==> src/rtl/hero_motion_ctrl_pkg.sv <==
// Shared encodings and widths for the hero movement logic.
package hero_pkg;

  localparam int XW = 10;
  localparam int HW = 8;
  localparam int TW = 16;

  typedef enum logic [1:0] {
    PH_GROUND = 2'd0,
    PH_RISE   = 2'd1,
    PH_APEX   = 2'd2,
    PH_FALL   = 2'd3
  } phase_e;

endpackage

==> src/rtl/hero_motion_ctrl_step_timer.sv <==
// Free-running cycle counter that emits a one-cycle step on wrap.
module step_timer
  import hero_pkg::*;
#(
  parameter int W = TW
) (
  input  logic         clk,
  input  logic         rst,
  input  logic         en,
  input  logic         clr,
  input  logic [W-1:0] last,
  output logic         step
);

  logic [W-1:0] cnt_q, cnt_d;

  // step ignores clr so the owner may derive clr from step
  always_comb begin
    step  = en && (cnt_q >= last);
    cnt_d = cnt_q;
    if (clr) begin
      cnt_d = '0;
    end else if (en) begin
      if (cnt_q >= last) cnt_d = '0;
      else               cnt_d = cnt_q + W'(1);
    end
  end

  always_ff @(posedge clk or posedge rst) begin
    if (rst) cnt_q <= '0;
    else     cnt_q <= cnt_d;
  end

endmodule

==> src/rtl/hero_motion_ctrl.sv <==
// Hero position, height, facing and jump phase, stepped on the 1 ms tick.
module hero_motion_ctrl
  import hero_pkg::*;
#(
  parameter int X_START      = 32,
  parameter int X_MIN        = 0,
  parameter int X_MAX        = 600,
  parameter int X_STEP_MS    = 5,
  parameter int JUMP_HEIGHT  = 64,
  parameter int RISE_STEP_MS = 2,
  parameter int FALL_STEP_MS = 2,
  parameter int APEX_HOLD_MS = 40
) (
  input  logic          clk_1ms,
  input  logic          rst,
  input  logic          left,
  input  logic          right,
  input  logic          jump,
  output logic [XW-1:0] hero_x,
  output logic [HW-1:0] hero_h,
  output logic          facing_left,
  output logic [1:0]    phase,
  output logic          landed
);

  localparam logic [XW-1:0] X_START_V = XW'(X_START);
  localparam logic [XW-1:0] X_MIN_V   = XW'(X_MIN);
  localparam logic [XW-1:0] X_MAX_V   = XW'(X_MAX);
  localparam logic [HW-1:0] H_TOP_M1  = HW'(JUMP_HEIGHT - 1);
  localparam logic [TW-1:0] X_LAST    = TW'(X_STEP_MS - 1);
  localparam logic [TW-1:0] R_LAST    = TW'(RISE_STEP_MS - 1);
  localparam logic [TW-1:0] A_LAST    = TW'(APEX_HOLD_MS - 1);
  localparam logic [TW-1:0] F_LAST    = TW'(FALL_STEP_MS - 1);

  logic [XW-1:0] hero_x_q, hero_x_d;
  logic [HW-1:0] hero_h_q, hero_h_d;
  logic          facing_q, facing_d;
  phase_e        phase_q, phase_d;
  logic          landed_q, landed_d;
  logic          jump_prev_q;

  logic          valid_dir, x_step, jump_edge;
  logic          v_en, v_clr, v_step;
  logic [TW-1:0] v_last;

  assign valid_dir = left ^ right;
  assign jump_edge = jump & ~jump_prev_q;

  step_timer #(.W(TW)) u_x_timer (
    .clk  (clk_1ms),
    .rst  (rst),
    .en   (valid_dir),
    .clr  (~valid_dir),
    .last (X_LAST),
    .step (x_step)
  );

  always_comb begin
    hero_x_d = hero_x_q;
    facing_d = facing_q;
    if (valid_dir) facing_d = left;
    if (x_step) begin
      if (right && hero_x_q < X_MAX_V)
        hero_x_d = hero_x_q + XW'(1);
      else if (left && hero_x_q > X_MIN_V)
        hero_x_d = hero_x_q - XW'(1);
    end
  end

  // one counter serves every airborne phase with its own period
  always_comb begin
    v_last = R_LAST;
    unique case (phase_q)
      PH_APEX: v_last = A_LAST;
      PH_FALL: v_last = F_LAST;
      default: v_last = R_LAST;
    endcase
  end

  assign v_en  = (phase_q != PH_GROUND);
  assign v_clr = (phase_q == PH_GROUND) || (phase_d != phase_q);

  step_timer #(.W(TW)) u_v_timer (
    .clk  (clk_1ms),
    .rst  (rst),
    .en   (v_en),
    .clr  (v_clr),
    .last (v_last),
    .step (v_step)
  );

  always_comb begin
    phase_d  = phase_q;
    hero_h_d = hero_h_q;
    landed_d = 1'b0;
    unique case (phase_q)
      PH_GROUND: begin
        if (jump_edge) phase_d = PH_RISE;
      end
      PH_RISE: begin
        if (!jump) begin
          phase_d = PH_FALL;
        end else if (v_step) begin
          hero_h_d = hero_h_q + HW'(1);
          if (hero_h_q == H_TOP_M1) phase_d = PH_APEX;
        end
      end
      PH_APEX: begin
        if (v_step) phase_d = PH_FALL;
      end
      PH_FALL: begin
        if (hero_h_q == '0) begin
          phase_d  = PH_GROUND;
          landed_d = 1'b1;
        end else if (v_step) begin
          hero_h_d = hero_h_q - HW'(1);
          if (hero_h_q == HW'(1)) begin
            phase_d  = PH_GROUND;
            landed_d = 1'b1;
          end
        end
      end
    endcase
  end

  always_ff @(posedge clk_1ms or posedge rst) begin
    if (rst) begin
      hero_x_q    <= X_START_V;
      hero_h_q    <= '0;
      facing_q    <= 1'b0;
      phase_q     <= PH_GROUND;
      landed_q    <= 1'b0;
      jump_prev_q <= 1'b1;
    end else begin
      hero_x_q    <= hero_x_d;
      hero_h_q    <= hero_h_d;
      facing_q    <= facing_d;
      phase_q     <= phase_d;
      landed_q    <= landed_d;
      jump_prev_q <= jump;
    end
  end

  assign hero_x      = hero_x_q;
  assign hero_h      = hero_h_q;
  assign facing_left = facing_q;
  assign phase       = phase_q;
  assign landed      = landed_q;

endmodule

==> config.mk <==
export PLATFORM = sky130hd
export DESIGN_NAME = hero_motion_ctrl
export DESIGN_NICKNAME = d
export VERILOG_FILES = /design/src/rtl/hero_motion_ctrl_pkg.sv /design/src/rtl/hero_motion_ctrl_step_timer.sv /design/src/rtl/hero_motion_ctrl.sv
export SDC_FILE = /design/constraint.sdc
export NUM_CORES = 1
export LEC_CHECK = 0
export BUFFER_PORTS_ARGS = -buffer_cell sky130_fd_sc_hd__buf_2
export CORE_UTILIZATION = 60
export CTS_CLUSTER_SIZE = 20
export DETAILED_ROUTE_END_ITERATION = 8
export GPL_ROUTABILITY_DRIVEN = 1
export GPL_TIMING_DRIVEN = 0
export HOLD_SLACK_MARGIN = 0.02
export PLACE_DENSITY_LB_ADDON = 0.1
export SYNTH_ARGS = -nofsm -noshare
export SYNTH_HDL_FRONTEND = slang
export SYNTH_SLANG_ARGS = --single-unit
export TNS_END_PERCENT = 50
==> constraint.sdc <==
create_clock -name clk_1ms -period 5.65 [get_ports clk_1ms]
set_input_delay 1.13 -clock clk_1ms [delete_from_list [all_inputs] [get_ports clk_1ms]]
set_output_delay 1.13 -clock clk_1ms [all_outputs]
set_load 0.02 [all_outputs]
# After elaboration in Yosys (flattened, before gate mapping)

Index checks and enable logic that the tools add are counted.

Word-level logic and storage cells: 70
Register bits after elaboration: 55
Bits of input ports: 5
Output and inout bits: 22

Add/sub/neg operators: 6
Reduce and logical (&&, ||, !) cells: 13
Equal/unequal tests: 10
Multiplexer cells: 26
Bitwise gates (word level): 3
Magnitude comparators: 4

Operator list:

| kind                                                                                  | count |
|---|---|
| 16-bit two-way mux                                                                    | 5 |
| 16-bit by 1-bit adder with 16-bit output (second input constant)                      | 2 |
| 8-bit two-way mux                                                                     | 4 |
| 10-bit two-way mux                                                                    | 2 |
| 16-bit by 3-bit greater-or-equal comparator with 1-bit output (second input constant) | 1 |
| 16-bit by 6-bit greater-or-equal comparator with 1-bit output                         | 1 |
| 2-bit two-way mux                                                                     | 8 |
| 8-bit one-hot mux with 2 select lines                                                 | 1 |
| 10-bit by 1-bit adder with 10-bit output (second input constant)                      | 1 |
| 10-bit by 1-bit greater-than comparator with 1-bit output (second input constant)     | 1 |
| 10-bit < comparator (second input constant)                                           | 1 |
| 10-bit by 1-bit subtractor with 10-bit output (second input constant)                 | 1 |
| 8-bit by 1-bit adder with 8-bit output (second input constant)                        | 1 |
| 8-bit by 1-bit equality test with 1-bit output (second input constant)                | 1 |
| 8-bit by 6-bit equality test with 1-bit output (second input constant)                | 1 |
| 8-bit zero test                                                                       | 1 |
| 2-bit one-hot mux with 4 select lines                                                 | 1 |
| 2-bit nonzero test                                                                    | 4 |
| 8-bit by 1-bit subtractor with 8-bit output (second input constant)                   | 1 |
| 6-bit two-way mux                                                                     | 1 |
| 5-bit AND reduction                                                                   | 1 |
| 2-bit equality test (second input constant)                                           | 2 |
| 1-bit logical AND                                                                     | 4 |
| 1-bit two-way mux                                                                     | 4 |
| 10 further kinds                                                                      | 12 |

# Depth between registers and ports, before layout

Depth in word-level cells: 10
Depth in mapped cells: 9

# Cells and area by module

From an unflattened synthesis, not the netlist that was laid out.

Cells, all modules: 496
Area, all modules: 4310.4 um^2

By module, submodules not included:

| module           | instances | sequential area each (um^2) | area an instance (um^2) | cells each |
|---|---|---|---|---|
| step_timer       | 2         | 400.4                       | 1360.1                  | 161 |
| hero_motion_ctrl | 1         | 578.1                       | 1590.3                  | 174 |

# Least setup slack after synthesis

No wires, ideal clock.

Path type: input to register
From: in right
To: reg hero_x_q[9], in the netlist hero_x[9]
Data arrival time: 3085 ps
Library setup time: 80 ps
Stages: 8
Data required time: 5570 ps
Setup slack: 2485 ps
Cell sequence: o211ai_1 -> ha_1 -> a21oi_1 -> o22ai_1 -> o41ai_1 -> o21ai_0 -> a211oi_1 -> xor2_1

Word-level cells in the longest chain between the ends: 3

RTL lines:

| what                                                                     | line                                           | RTL |
|---|---|---|
| start, declared                                                          | hero_motion_ctrl.sv:17                         | `input logic right,` |
| 1-bit logical AND or 1-bit XOR (tied branches)                           | hero_motion_ctrl.sv:63, hero_motion_ctrl.sv:46 |  |
| 2-bit nonzero test (no source line) or 1-bit logical AND (tied branches) | n/a                                            |  |
| 2-bit AND reduction (no source line)                                     | n/a                                            |  |
| end signal, assigned                                                     | hero_motion_ctrl.sv:135                        | `hero_x_q <= hero_x_d;` |
| end, declared                                                            | hero_motion_ctrl.sv:35                         | `logic [XW-1:0] hero_x_q, hero_x_d;` |

Several ways; a longest one is shown, not always the timed one.
A chain may end at the register's enable or synchronous reset.

# Worst setup path after layout

From: reg hero_x_q[5], in the netlist hero_x[5]
To: reg hero_x_q[9], in the netlist hero_x[9]

Word-level cells in the longest chain between the ends: 4

RTL lines:

| what                                                                                             | line |
|---|---|
| 10-bit < comparator or 10-bit by 1-bit greater-than comparator with 1-bit output (tied branches) | hero_motion_ctrl.sv:63, hero_motion_ctrl.sv:65 |
| 1-bit logical AND (on tied branches)                                                             | hero_motion_ctrl.sv:63, hero_motion_ctrl.sv:65 |
| 2-bit nonzero test (no source line)                                                              | n/a |
| 2-bit AND reduction (no source line)                                                             | n/a |

Several ways; a longest one is shown, not always the timed one. The select of a mux whose other input is x is not followed.

==> Implementation_results.wiki <==
{| class="wikitable"
! Metric !! Value
|-
| Outcome || finished clean
|-
| Cells taking the most area after synthesis || sky130_fd_sc_hd__dfrtp_1 (51%), sky130_fd_sc_hd__ha_1 (8.1%), sky130_fd_sc_hd__xnor2_1 (5.3%), sky130_fd_sc_hd__nand2_1 (3.4%), sky130_fd_sc_hd__o21ai_0 (3.1%)
|-
| Maximum Capacitance Violations || 0
|-
| Remaining number of nets flagged by the antenna check after routing || 0
|-
| Routed wire length || 4540 um
|-
| Proportion of synthesized chip area in sequential cells || 52.6%
|-
| Number of DRC markers in iteration 0 || 135
|-
| Depth of the worst hold-timing path || 1
|-
| Net switching share of the total power || 42.3%
|-
| Final slew viol count || 0
|-
| Worst reg-to-reg setup slack || 2.16 ns
|-
| CTS tree || done
|-
| Launch instance of the worst min-delay path || u_x_timer.cnt_q[0]$_DFF_PP0_
|-
| Required time at the endpoint of the critical path || 5.88 ns
|-
| Initial Utilization || 64.1%
|-
| Remaining routing DRC violations || 0
|-
| Min Hold Slack || 0.463 ns
|-
| Via-per-instance ratio || 5.35
|-
| Maximum resistive drop on vdd || 407 uV
|-
| Classification of the worst setup path || register to register
|-
| Root buffer cell || sky130_fd_sc_hd__clkbuf_8
|-
| Htree depth || 2
|-
| Number of antenna violations at the first check in global routing || 0
|-
| Most used cells in the layout excluding fill and tap cells || sky130_fd_sc_hd__dfrtp_1 (53), sky130_fd_sc_hd__buf_2 (26), sky130_fd_sc_hd__nand2_1 (24), sky130_fd_sc_hd__conb_1 (22), sky130_fd_sc_hd__nor2_1 (21)
|-
| FF-to-FF path depth || 9
|-
| Worst skew pair latency || 0.31 ns
|-
| Static leakage power || 1.45 nW
|-
| Crit-path max cell delay || 0.89 ns
|-
| Portion of synthesized cell area occupied by the leading cell type || 50.6%
|-
| Comb pwr share || 48.8%
|-
| Routability Congestion || 0.817
|-
| Sum of negative setup slack || 0 ns
|-
| Critical Path AT || 3.72 ns
|-
| Area growth from synthesis to layout || 15.7%
|-
| Post-CTS Setup Repair Bufs || 0
|-
| Number of warnings reported in the yosys synthesis log || 0
|-
| Buffers added on ports || 26
|-
| Number of enable flip-flop cells after synthesis || 0
|-
| Die extent in x || 68.1 um
|-
| Internal Pwr Total || 978 uW
|-
| Share of flip-flops with an asynchronous set or reset || 100%
|-
| Routed vias || 1846
|-
| Sequential cell fraction of total power || 35.3%
|-
| Power density over cell area || 560 nW/um^2
|-
| Post-layout worst setup margin || 2.16 ns
|-
| Slowest CP cell || sky130_fd_sc_hd__o211ai_1
|-
| Detailed Routing Iterations Pass 1 || 6
|-
| Cell taking the most area after synthesis || sky130_fd_sc_hd__dfrtp_1
|-
| Min cycle time layout || 3.49 ns
|-
| Final Hold Fails || 0
|-
| Maximum fanout along the worst path || 13
|-
| RSZ-0062 raised after global routing || false
|-
| Top delay family on crit path || compound AO/OA/AOI/OAI gates
|-
| I/O pin cnt || 27
|-
| Overflow left after global routing || 0
|-
| Filler cell count || 299
|-
| Largest net degree at the start of global routing || 33
|-
| Psw || 718 uW
|-
| Synthesized netlist cell count || 239
|-
| Reg2reg start || hero_x[5]$_DFFE_PP1P_
|-
| Cell Rows || 23
|-
| Register bit count reported by yosys || 55
|-
| Diodes inserted || 0
|-
| Number of global-route vias before repair || 1752
|-
| Floorplan die area || 4630 sq um
|-
| CTS Buf Count || 5
|-
| Netlist Area Pre-Place || 2620 sq um
|-
| Final HPWL from detailed placement || 3270 um
|-
| Placeable core area || 4090 sq um
|-
| Most used flip-flop cell after synthesis || sky130_fd_sc_hd__dfrtp_1
|-
| Unique cell type count in the Yosys netlist || 46
|-
| Count of instances resized after the clock tree is built || 0
|-
| Mean cell area of the mapped netlist || 11.0 sq um
|-
| Fmax || 0.287 GHz
|-
| Final std cells w/o fill || 345
|-
| Die Height || 68.1 um
|-
| Slew margin rel. || 25.9%
|-
| Buffers and inverters on the worst path || 0
|-
| Period utilisation layout || 61.7%
|-
| Total Routing Usage GR || 22.3%
|-
| Sink Count || 55
|-
| Maximum clock skew at final layout || 0.00616 ns
|-
| Critical Path End Type || register
|-
| Fraction of final layout cells with drive strength greater than 1 || 17.3%
|-
| Part of the power in the clock network || 15.8%
|-
| Class of the worst hold path || register to register
|-
| Wire per inst || 13.2 um
|-
| Hold-fix buffer count after cts || 0
|-
| Most common cell type on the critical path || sky130_fd_sc_hd__a21oi_1
|-
| Wire length of the first global-routing pass || 7500 um
|-
| Total setup violations reported at the end of the flow || 0
|-
| Terminating pin of the worst hold path || u_x_timer.cnt_q[0]$_DFF_PP0_
|-
| Cells along the critical path || a21oi_1 > o211ai_1 > ha_1 > a21oi_1 > o22ai_1 > o41ai_1 > o21ai_0 > a211oi_1 > xor2_1
|-
| Most frequent standard cell in the layout excluding fill and tap cells || sky130_fd_sc_hd__dfrtp_1
|-
| Actual transition at the worst max-transition pin || 1.11 ns
|-
| Buffers from clock root to sink, at most || 2
|-
| Worst r2r dst || hero_x[9]$_DFFE_PP0P_
|-
| Number of nets in the layout || 317
|-
| Post-placement setup slack || 1.90 ns
|-
| Inst Count DP || 337
|-
| Clock-pin slew on the worst setup and hold paths || 0.10 ns
|-
| Worst Setup Start Kind || register
|}
-- per-layer routing --
| metal | GRT usage, % | vias to the layer above | routed length [um] |
|---|---|---|---|
| met4 | 7.81 | 0 | 78 |
| li1 | - | 928 | - |
| met1 | 25.9 | 868 | 2020 |
| met2 | 39.3 | 40 | 2250 |
| met5 | 0 | - | 0 |
| met3 | 5.83 | 10 | 190 |
-- Yosys cell counts (2+ instances only) --
| library cell | number |
|---|---|
| sky130_fd_sc_hd__inv_1 | 13 |
| sky130_fd_sc_hd__o21ai_0 | 16 |
| sky130_fd_sc_hd__o211a_1 | 2 |
| sky130_fd_sc_hd__nand3_1 | 7 |
| sky130_fd_sc_hd__o22ai_1 | 2 |
| sky130_fd_sc_hd__xnor2_1 | 16 |
| sky130_fd_sc_hd__nand2_1 | 24 |
| sky130_fd_sc_hd__a21oi_1 | 5 |
| sky130_fd_sc_hd__nor3_1 | 4 |
| sky130_fd_sc_hd__ha_1 | 17 |
| sky130_fd_sc_hd__xor2_1 | 8 |
| sky130_fd_sc_hd__and3_1 | 5 |
| sky130_fd_sc_hd__dfstp_2 | 2 |
| sky130_fd_sc_hd__nor2b_1 | 2 |
| sky130_fd_sc_hd__mux2_2 | 3 |
| sky130_fd_sc_hd__nor2_1 | 21 |
| sky130_fd_sc_hd__a31o_2 | 2 |
| sky130_fd_sc_hd__dfrtp_1 | 53 |
| sky130_fd_sc_hd__nor4_1 | 10 |
-- layout make-up --
cell class                      count  area (sq um)  share of cell area (%)
Buffer                              2          11.3                   0.372
Clock buffer                        5          68.8                    2.27
Clock inverter                      3          50.0                    1.65
Inverter                           13          48.8                    1.61
Multi-Input combinational cell    190          1260                    41.6
Sequential cell                    55          1380                    45.5
Tap cell                           50          62.6                    2.06
Timing Repair Buffer               27           150                    4.95
-- cell families after synthesis --
logic type,synth area share (%)
and+or+nand+nor,14.6
DFF,52.6
AOI/OAI and AO/OA,12.2
xor gates and xnor gates,8.02
adders and majority gates,8.88
buffers and inverters,2.29
muxes,1.29
other,0.143
-- per-stage QoR --
step	total power, mW	instance area (sq um)	util, %
2_1_floorplan	1.23	2700	-
3_3_place_gp	1.40	2890	70.8
3_5_place_dp	1.43	2910	71.2
4_1_cts	1.71	3030	74.2
5_1_grt	1.83	3030	74.2
6_report	1.70	3030	74.2
-- registers in the layout, summed over array words and instances, names as in the netlist --
| name | cells |
|---|---|
| facing_left | 1 |
| u_v_timer.cnt_q | 16 |
| u_x_timer.cnt_q | 16 |
| hero_h | 8 |
| phase | 2 |
| landed | 1 |
| jump_prev_q | 1 |
| hero_x | 10 |
-- power groups by stage --
stage | sequential, mW | clock, mW | combinational, mW
2_1_floorplan | 0.676 | 0 | 0.552
3_3_place_gp | 0.602 | 0 | 0.799
3_5_place_dp | 0.607 | 0 | 0.823
4_1_cts | 0.599 | 0.277 | 0.829
5_1_grt | 0.616 | 0.290 | 0.927
6_report | 0.599 | 0.269 | 0.828
-- how the worst max path moves through the flow --
stage / from / to / cells past startpoint
3_5_place_dp: right / hero_x[9]$_DFFE_PP0P_ / 9
3_3_place_gp: right / hero_x[9]$_DFFE_PP0P_ / 9
4_1_cts: hero_x[5]$_DFFE_PP1P_ / hero_x[9]$_DFFE_PP0P_ / 9
6_report: hero_x[5]$_DFFE_PP1P_ / hero_x[9]$_DFFE_PP0P_ / 9
2_1_floorplan: right / hero_x[9]$_DFFE_PP0P_ / 8
5_1_grt: hero_x[5]$_DFFE_PP1P_ / hero_x[9]$_DFFE_PP0P_ / 9
No activity file was read; power rests on OpenSTA's default activity.
